## src/rtl/commutation_sequencer_pkg.sv

```systemverilog
`default_nettype none
// ============================================================================
// Module      : commutation_sequencer_pkg
// Description : Shared types and constants for the six-step commutation
//               sequencer. It holds the FSM state enum, the phase index type,
//               the 6-entry high/low phase commutation table and a helper
//               that advances a step index by one, wrapping modulo 6.
// Ports       : (package - none)
// Revision    : 1.0 - initial release
// ============================================================================
package commutation_sequencer_pkg;

    typedef enum logic [1:0] {
        ST_IDLE  = 2'd0,
        ST_RUN   = 2'd1,
        ST_DEAD  = 2'd2,
        ST_FAULT = 2'd3
    } state_e;

    // Phase index; its value is also the bit position in the 3-bit gate
    // vectors ({T, S, R}).
    typedef logic [1:0] phase_t;

    localparam phase_t c_ph_r = 2'd0;
    localparam phase_t c_ph_s = 2'd1;
    localparam phase_t c_ph_t = 2'd2;

    typedef struct packed {
        phase_t hi;   // phase whose high-side switch carries PWM
        phase_t lo;   // phase whose low-side switch is held on
    } comm_entry_t;

    // Step -> (high phase, low phase).
    localparam comm_entry_t [0:5] c_comm_table = '{
        '{hi: c_ph_r, lo: c_ph_s},   // 0: R/S
        '{hi: c_ph_r, lo: c_ph_t},   // 1: R/T
        '{hi: c_ph_s, lo: c_ph_t},   // 2: S/T
        '{hi: c_ph_s, lo: c_ph_r},   // 3: S/R
        '{hi: c_ph_t, lo: c_ph_r},   // 4: T/R
        '{hi: c_ph_t, lo: c_ph_s}    // 5: T/S
    };

    // Next step in the requested direction; forward wraps 5->0 and reverse
    // wraps 0->5. The caller must pass a step in the range 0..5.
    function automatic logic [2:0] step_advance(input logic [2:0] step,
                                                input logic       fwd);
        if (fwd) begin
            return (step == 3'd5) ? 3'd0 : step + 3'd1;
        end else begin
            return (step == 3'd0) ? 3'd5 : step - 3'd1;
        end
    endfunction

endpackage
`default_nettype wire

```

## src/rtl/commutation_sequencer_dead_timer.sv

```systemverilog
`default_nettype none
// ============================================================================
// Module      : dead_timer
// Description : Dead-time down counter. i_load loads DEAD_CYCLES; the counter
//               then decrements once per clock down to zero. o_done is high
//               in the last dead cycle, i.e. while the count equals 1, so the
//               edge on which o_done is seen ends a DEAD_CYCLES-long interval.
//               i_clr abandons an interval in progress.
// Ports       : clk     - clock
//               rst     - synchronous active-high reset
//               i_load  - start a new dead interval (wins over i_clr)
//               i_clr   - abandon the current interval
//               o_done  - the current cycle is the last dead cycle
// Revision    : 1.0 - initial release
// ============================================================================
module dead_timer #(
    parameter int unsigned DEAD_CYCLES = 8
) (
    input  logic clk,
    input  logic rst,
    input  logic i_load,
    input  logic i_clr,
    output logic o_done
);

    localparam int unsigned             c_cnt_w    = $clog2(DEAD_CYCLES + 1);
    localparam logic [c_cnt_w-1:0]      c_load_val = c_cnt_w'(DEAD_CYCLES);
    localparam logic [c_cnt_w-1:0]      c_one      = c_cnt_w'(1);

    logic [c_cnt_w-1:0] r_cnt;
    logic [c_cnt_w-1:0] w_cnt_d;

    always_comb begin
        w_cnt_d = r_cnt;
        if (i_load) begin
            w_cnt_d = c_load_val;
        end else if (i_clr) begin
            w_cnt_d = '0;
        end else if (r_cnt != '0) begin
            w_cnt_d = r_cnt - c_one;
        end
    end

    always_ff @(posedge clk) begin
        if (rst) begin
            r_cnt <= '0;
        end else begin
            r_cnt <= w_cnt_d;
        end
    end

    assign o_done = (r_cnt == c_one);

endmodule
`default_nettype wire

```

## src/rtl/commutation_sequencer.sv

```systemverilog
`default_nettype none
// ============================================================================
// Module      : commutation_sequencer
// Description : Six-step BLDC commutation sequencer with dead time between
//               steps, fault latching and registered, shoot-through-free gate
//               outputs.
// Ports       : clk                       - clock (rising edge)
//               rst                       - synchronous active-high reset
//               enable                    - run request (level)
//               dir                       - 1 = forward (+1), 0 = reverse (-1)
//               step_tick                 - one-cycle commutation advance request
//               duty                      - PWM gate for the active high side
//               fault                     - external fault level
//               HIN_R/HIN_S/HIN_T         - high-side drives, active high
//               LIN_R_n/LIN_S_n/LIN_T_n   - low-side drives, active low
//               rotate_state              - current commutation step 0..5
//               in_dead                   - sequencer is in dead time
//               step_drop                 - a step_tick was discarded
//               fault_latched             - sequencer is in FAULT
// Revision    : 1.0 - initial release
// ============================================================================
module commutation_sequencer #(
    parameter int unsigned DEAD_CYCLES = 8
) (
    input  logic       clk,
    input  logic       rst,
    input  logic       enable,
    input  logic       dir,
    input  logic       step_tick,
    input  logic       duty,
    input  logic       fault,
    output logic       HIN_R,
    output logic       HIN_S,
    output logic       HIN_T,
    output logic       LIN_R_n,
    output logic       LIN_S_n,
    output logic       LIN_T_n,
    output logic [2:0] rotate_state,
    output logic       in_dead,
    output logic       step_drop,
    output logic       fault_latched
);

    import commutation_sequencer_pkg::*;

    state_e      r_state;
    logic [2:0]  r_rot;
    logic        r_dir;
    logic [2:0]  r_hin;       // {T, S, R}
    logic [2:0]  r_lin_n;     // {T, S, R}
    logic        r_in_dead;
    logic        r_drop;
    logic        r_fault_latched;

    state_e      w_state_d;
    logic [2:0]  w_rot_d;
    logic        w_dir_d;
    logic [2:0]  w_hin_d;
    logic [2:0]  w_lin_n_d;
    logic        w_drop_d;
    logic        w_rot_bad;
    logic        w_timer_load;
    logic        w_timer_clr;
    logic        w_timer_done;
    comm_entry_t w_entry;

    dead_timer #(
        .DEAD_CYCLES (DEAD_CYCLES)
    ) u_dead_timer (
        .clk    (clk),
        .rst    (rst),
        .i_load (w_timer_load),
        .i_clr  (w_timer_clr),
        .o_done (w_timer_done)
    );

    always_comb begin
        w_state_d    = r_state;
        w_rot_d      = r_rot;
        w_dir_d      = r_dir;
        w_drop_d     = 1'b0;
        w_timer_load = 1'b0;
        w_rot_bad    = (r_rot > 3'd5);

        case (r_state)
            ST_IDLE: begin
                w_drop_d = step_tick;
                if (enable) begin
                    w_state_d = ST_RUN;
                end
            end
            ST_RUN: begin
                if (!enable) begin
                    w_state_d = ST_IDLE;
                end else if (step_tick) begin
                    w_state_d    = ST_DEAD;
                    w_timer_load = 1'b1;
                    w_dir_d      = dir;   // direction is frozen at the tick
                end
            end
            ST_DEAD: begin
                w_drop_d = step_tick;
                if (!enable) begin
                    // Abort: leave the step where it was.
                    w_state_d = ST_IDLE;
                end else if (w_timer_done) begin
                    w_state_d = ST_RUN;
                    w_rot_d   = step_advance(r_rot, r_dir);
                end
            end
            ST_FAULT: begin
                if (!fault && !enable) begin
                    w_state_d = ST_IDLE;
                end
            end
            default: begin
                w_state_d = ST_IDLE;
            end
        endcase

        // Fault outranks every other request, including a pending step.
        if (fault) begin
            w_state_d    = ST_FAULT;
            w_rot_d      = r_rot;
            w_drop_d     = 1'b0;
            w_timer_load = 1'b0;
        end

        if (w_rot_bad) begin
            w_rot_d = 3'd0;
        end

        // Gates are computed from the next state so they change on the same
        // edge as the state; duty is sampled here, giving one cycle latency.
        w_hin_d   = 3'b000;
        w_lin_n_d = 3'b111;
        w_entry   = c_comm_table[w_rot_d];
        if ((w_state_d == ST_RUN) && !w_rot_bad) begin
            w_hin_d[w_entry.hi]   = duty;
            w_lin_n_d[w_entry.lo] = 1'b0;
        end

        w_timer_clr = (w_state_d != ST_DEAD);
    end

    always_ff @(posedge clk) begin
        if (rst) begin
            r_state         <= ST_IDLE;
            r_rot           <= 3'd0;
            r_dir           <= 1'b0;
            r_hin           <= 3'b000;
            r_lin_n         <= 3'b111;
            r_in_dead       <= 1'b0;
            r_drop          <= 1'b0;
            r_fault_latched <= 1'b0;
        end else begin
            r_state         <= w_state_d;
            r_rot           <= w_rot_d;
            r_dir           <= w_dir_d;
            r_hin           <= w_hin_d;
            r_lin_n         <= w_lin_n_d;
            r_in_dead       <= (w_state_d == ST_DEAD);
            r_drop          <= w_drop_d;
            r_fault_latched <= (w_state_d == ST_FAULT);
        end
    end

    assign HIN_R         = r_hin[0];
    assign HIN_S         = r_hin[1];
    assign HIN_T         = r_hin[2];
    assign LIN_R_n       = r_lin_n[0];
    assign LIN_S_n       = r_lin_n[1];
    assign LIN_T_n       = r_lin_n[2];
    assign rotate_state  = r_rot;
    assign in_dead       = r_in_dead;
    assign step_drop     = r_drop;
    assign fault_latched = r_fault_latched;

endmodule
`default_nettype wire
```

## config.mk

```make
export PLATFORM = sky130hd
export DESIGN_NAME = commutation_sequencer
export DESIGN_NICKNAME = d
export VERILOG_FILES = /design/src/rtl/commutation_sequencer_pkg.sv /design/src/rtl/commutation_sequencer_dead_timer.sv /design/src/rtl/commutation_sequencer.sv
export SDC_FILE = /design/constraint.sdc
export NUM_CORES = 1
export LEC_CHECK = 0
export CAP_MARGIN = 20
export CORE_AREA = 2 2 49 51
export CTS_CLUSTER_DIAMETER = 150
export CTS_CLUSTER_SIZE = 14
export DETAILED_ROUTE_END_ITERATION = 8
export DIE_AREA = 0 0 51 53
export PLACE_DENSITY = 0.73
export SYNTH_ARGS = -nofsm -noshare
export SYNTH_HDL_FRONTEND = slang
export SYNTH_SLANG_ARGS = --single-unit
```

## constraint.sdc

```tcl
create_clock -name clk -period 2.67 [get_ports clk]
set_clock_uncertainty 0.1 [all_clocks]
set_input_delay 0.267 -clock clk [delete_from_list [all_inputs] [get_ports clk]]
set_output_delay 0.267 -clock clk [all_outputs]
set_load 0.02 [all_outputs]
```

### Word level (Yosys, flattened, before mapping)

Memory sizes are Yosys's and may differ from the RTL's.
Index checks and enable logic that the tools add are counted.

* memories: 1
* bits of input ports: 7
* flip-flop bits (word level): 19
* memory bits (read-only): 32

* reductions and logical operators: 16
* magnitude comparators: 6
* bitwise gates (word level): 5
* muxes and demuxes: 29
* eq/ne operators: 9
* add/subtract/negate cells: 3

Memories
* (no name shown): words 8, width 4, rd ports 1, clocked after memory_dff 0, wr ports 0, RTL line commutation_sequencer.sv:137 `w_entry = c_comm_table[w_rot_d];`

Operators by type and width (count)
* 3-bit two-way mux: 8
* 4-bit two-way mux: 5
* 2-bit two-way mux: 7
* 2-bit equality test (second input constant): 4
* 2-bit one-hot mux with 4 select lines: 1
* 2-bit by 3-bit less-than comparator with 1-bit output (second input constant): 2
* 1-bit two-way mux: 6
* 3-bit OR reduction: 2
* 1-bit demux with 2-bit select: 2
* 2-bit by 1-bit equality test with 1-bit output (second input constant): 2
* 4-bit by 1-bit equality test with 1-bit output (second input constant): 1
* 2-bit by 1-bit >= comparator with 1-bit output (second input constant): 2
* 4-bit >= comparator (second input constant): 1
* 1-bit logical AND: 4
* 3-bit inverter with 4-bit output: 1
* 4-bit nonzero test: 1
* 2-bit OR reduction: 2
* 4-bit by 1-bit subtractor with 4-bit output (second input constant): 1
* 3-bit by 1-bit adder with 3-bit output (second input constant): 1
* 3-bit AND: 1
* 3-bit equality test (second input constant): 1
* 3-bit > comparator (second input constant): 1
* 1-bit zero test: 3
* 3-bit zero test: 1
* 7 further kinds: 8

### Depth between registers and ports, before layout

* depth after elaboration: 17
* mapped depth: 11
* depth with buffers taken out: 10

### Hierarchy

A second synthesis with hierarchy kept.

* cell total of the unflattened synthesis: 115
* area, all modules: 1037.2 um^2

Modules (own cells, without submodules)
* commutation_sequencer: sequential area each 300.3 um^2, cells an instance 92, area an instance 818.3 um^2, instances 1
* dead_timer: sequential area each 80.1 um^2, cells an instance 23, area an instance 219.0 um^2, instances 1

### Worst setup path before layout

No wires, ideal clock.

* path kind: reg2reg
* start: reg u_dead_timer.r_cnt[1]
* end: reg r_lin_n[0]
* stages on the path, launching flop included: 11
* path buffers: 0
* period minus slack after synthesis: 2.429 ns
* path slack: 0.241 ns
* arrival time: 2.215 ns
* setup time: 0.115 ns
* cell sequence: dfxtp_1 -> inv_1 -> ha_1 -> nor3b_2 -> nand2_1 -> or4_1 -> and2_1 -> ha_1 -> nor2_1 -> nand3_1 -> a21bo_1

* word-level cells in the longest chain between the ends: 15

RTL lines
* start: declaration: RTL line commutation_sequencer_dead_timer.sv:30 `logic [c_cnt_w-1:0] r_cnt;`
* start signal: assignment: RTL line commutation_sequencer_dead_timer.sv:48 `r_cnt <= w_cnt_d;`
* 4-bit by 1-bit equality test with 1-bit output *: RTL line commutation_sequencer_dead_timer.sv:52 `assign o_done = (r_cnt == c_one);`
* 3-bit two-way mux: RTL line commutation_sequencer.sv:106 `end else if (w_timer_done) begin`
* 3-bit two-way mux: RTL line commutation_sequencer.sv:103 `if (!enable) begin`
* 3-bit two-way mux: RTL line commutation_sequencer.sv:85 `case (r_state)`
* 3-bit two-way mux: RTL line commutation_sequencer.sv:122 `if (fault) begin`
* 3-bit two-way mux: RTL line commutation_sequencer.sv:129 `if (w_rot_bad) begin`
* 3-bit inverter with 4-bit output (not written as such): RTL line commutation_sequencer.sv:137
* memory read 8 x 4 bit
* 4-bit two-way mux (not written as such) (2 in series): RTL line commutation_sequencer.sv:137
* 2-bit by 3-bit less-than comparator with 1-bit output (not written as such) / 2-bit by 1-bit >= comparator with 1-bit output (equally long branches): RTL line commutation_sequencer.sv:140 `w_lin_n_d[w_entry.lo] = 1'b0;`
* 1-bit logical AND (not written as such): RTL line commutation_sequencer.sv:140
* 1-bit two-way mux (not written as such): RTL line commutation_sequencer.sv:140
* 1-bit demux with 2-bit select: RTL line commutation_sequencer.sv:140
* 3-bit inverter (no source line)
* end signal: assignment: RTL line commutation_sequencer.sv:161 `r_lin_n <= w_lin_n_d;`
* end: declaration: RTL line commutation_sequencer.sv:50 `logic [2:0] r_lin_n;`

Mark *: on every way between the ends. The rest lies on a longest branch, timed or not. The select of a mux whose other input is x is not followed.
A chain may end at the register's enable or synchronous reset.

### Worst setup path in the final report

Ends and elaborated chain as after synthesis.

==> flow_summary.ini <==
[run_status]
status = completed

[floorplan]
fp.dieW_um = 51
ios = 19
core_area_mm2 = 0.00215
die_h_um = 53
rows = 17
start_util = 0.490
die_area_mm2 = 0.00270

[detailed_routing]
top_layer = met4
viasPerCell = 5.71
dr.pass1.iters = 4
m1WireLength_um = 940
vias = 993
drt_iter0_drc = 20
drc_errors = 0
drt-total-wl_um = 2410
wl_met3_um = 194
final_antenna_net_count = 0
wl_met2_um = 1260
wl_per_cell_um = 13.9

[setup_path]
critPathMaxFanout = 4
r2r_end = r_lin_n[0]$_SDFF_PP1_
cp_cell_sequence = inv_2 > ha_2 > or3b_4 > o31ai_2 > a31oi_1 > and2_1 > ha_1 > nor2_1 > nand3_1 > a21bo_1
reg2reg_depth = 10
slowest_delay_ns = 0.41
start_kind = flop
ff2ff_setup_slack_ns = 0.21
cp-end-kind = flop
required_ns = 2.77
worst_r2r_startpoint = u_dead_timer.r_cnt[1]$_SDFFE_PP0P_
critical_path_class = flop to flop
critPathArrivalTime_ns = 2.56
crit_slowest_cell = or3b_4

[sta]
slew_headroom = 0.683
finalHoldViolCount = 0
fin_setup_tns_ns = 0
timing.fmax_mhz = 407
setup_slack_ns = 0.213
rsz0062_at_grt = no
setup_violations = 0
final_max_slew_viol_count = 0
finalCritPeriodShare = 0.920
worst_pin_slew_ns = 0.472
fin_crit_ns = 2.46

[worst_hold_path]
min_path_cells = 2
hp-class = flop to flop
hp-start = u_dead_timer.r_cnt[1]$_SDFFE_PP0P_
hold_end = u_dead_timer.r_cnt[1]$_SDFFE_PP0P_

[synth]
syn_nets = 133
synth_area_leaders = dfxtp_1, nor2_1, ha_1, nand2b_1, a21oi_1
syn_area_mm2 = 0.00105
ys_types = 38
synth_ff_type = dfxtp_1
synth_edf_count = 0
synth_cells = 122
ys_seq_elements = 19
yosys.area.top_type = dfxtp_1
yosys_warnings = 0
synth_top_area_frac = 0.361
seq_area_frac_synth = 0.361
synth.avg_cell_area_um2 = 8.63
async_flop_share = 0

[clocking]
clk_latency_ns = 0.29
clk_pin_slew_worst_paths_ns = 0.11
h-tree-depth = 1
cts_root_buf = clkbuf_4
cts_sinks = 19
cts_buffers = 3
cts_tree = built
hold_buffers = 0
ctsLongestPathBuffers = 2

[place]
gp_congestion = 0.900
dp.final_hpwl_um = 1860
port_buffers = 18
preCtsSetupSlack_ns = 0.0252

[pwr]
power_density_mw_per_mm2 = 364
ir_drop_mv = 0.335
leakagePower_nw = 0.476
p_sw_uw = 120
p_int_uw = 370
seqPwrFrac = 0.600
switching_share = 0.245
power_frac_comb = 0.102
clkPwrFrac = 0.298

[cells_and_area]
syn2layout_area_growth_pct = 27.7
n_antenna_cell = 0
fin_nets = 158
fill_cells = 197
seq_area_um2 = 380
multi_input_area_um2 = 649
drive_gt1_frac = 0.164

[global_routing]
grt_pass1_wl_um = 3930
track_usage = 0.194
grt_max_degree = 13
grt_pass1_vias = 928
grt_antenna_before_repair = 0
gr-total-overflow = 0

[job]
maxCapViolations = 0
[kinds of logic after synthesis]
| logic type | count (synthesis) | share of synthesized area |
|---|---|---|
| compound gates | 21 | 0.131 |
| fa+ha+maj | 4 | 0.0476 |
| mux | 2 | 0.0214 |
| buf+inv | 9 | 0.0392 |
| simple gates | 64 | 0.375 |
| xor+xnor | 3 | 0.0250 |
| flops | 19 | 0.361 |
[power by group through the flow]
stage	Sequential, mW	Clock (mW)	Combinational, mW
final	0.294	0.146	0.0498
after global routing	0.295	0.159	0.0538
after CTS	0.294	0.147	0.0490
after detailed placement	0.300	0	0.0486
after global placement	0.300	0	0.0479
after floorplan	0.302	0	0.0207
[metrics by stage]
stage	hold slack, ns	total power, mW	std cells	utilization	cell area (um^2)
5_1_grt	0.466	0.507	174	0.626	1340
4_1_cts	0.442	0.490	173	0.613	1320
6_report	0.446	0.489	174	0.626	1340
2_1_floorplan	0.246	0.323	122	-	1050
3_3_place_gp	0.424	0.348	169	0.600	1290
3_5_place_dp	0.460	0.349	169	0.600	1290
[area by class of cell]
class	count	area share
clock buffers	3	0.0168
clock inverters	1	0.00372
inverters	3	0.00838
multi-input cells	94	0.483
flip-flops and latches	19	0.283
well taps	28	0.0261
repair buffers	26	0.179
[layer usage]
layer / vias up / track usage
met4: 0 / 0.0721
met2: 42 / 0.368
met1: 463 / 0.217
met5: - / 0
li1: 486 / -
met3: 2 / 0.0282
[synth_stat cells, drive strengths merged (4+ instances only)]
cell type / n
nand2b: 8
a21oi: 9
nand2: 8
dfxtp: 19
nand3: 5
nor2: 15
nor3: 5
ha: 4
a31oi: 4
clkbuf: 5
[worst max path at each step]
stage                                                   from                    end  cells past startpoint
after floorplan           u_dead_timer.r_cnt[1]$_SDFFE_PP0P_  r_lin_n[0]$_SDFF_PP1_                     10
after global placement                                 fault  r_lin_n[0]$_SDFF_PP1_                      9
after detailed placement                               fault  r_lin_n[0]$_SDFF_PP1_                     10
after CTS                 u_dead_timer.r_cnt[1]$_SDFFE_PP0P_  r_lin_n[0]$_SDFF_PP1_                     10
after global routing      u_dead_timer.r_cnt[1]$_SDFFE_PP0P_  r_lin_n[0]$_SDFF_PP1_                     10
final                     u_dead_timer.r_cnt[1]$_SDFFE_PP0P_  r_lin_n[0]$_SDFF_PP1_                     10
[sequential cells by signal (all words and copies together) (netlist names)]
signal and cells:
u_dead_timer.r_cnt 4, r_hin 3, r_lin_n 3, rotate_state 3, r_state 2, fault_latched 1
in_dead 1, r_dir 1, step_drop 1
[layout by cell type, fill, tap and decap left out, types with 2 or more instances in the layout]
cell type        Yosys  routed
nand3_1              5       5
ha_1                 4       3
dfxtp_1             19      19
mux2_2               2       2
nor3_1               5       5
or4_1                2       2
a211oi_1             3       3
xnor2_1              3       3
nor4b_1              2       2
a31oi_1              4       4
a21oi_1              9       9
buf_4                0       8
nor2_1              15      14
clkbuf_4             0       3
clkdlybuf4s50_1      0      18
or3_1                2       2
and2_1               2       2
inv_1                3       2
nand2_1              8       8
nand2b_1             8       8
nor2b_1              2       2
[repair_timing]
| action | CTS | global route |
|---|---|---|
| resized for setup | 0 | 6 |
| endpoints found under the setup margin | 0 | 2 |
| endpoints found under the hold margin | 0 | 0 |
| buffers inserted | 0 | 1 |
[critical path: cells and delay by family (launching register included)]
kind | cells | cell delay (ns)
AND/OR/NAND/NOR | 4 | 0.78
AO/OA/AOI/OAI | 3 | 0.58
adder cells (fa/ha/maj) | 2 | 0.48
flip-flops | 1 | 0.34
buffers and inverters | 1 | 0.09
Note: power is estimated with default switching activity, not from simulation.
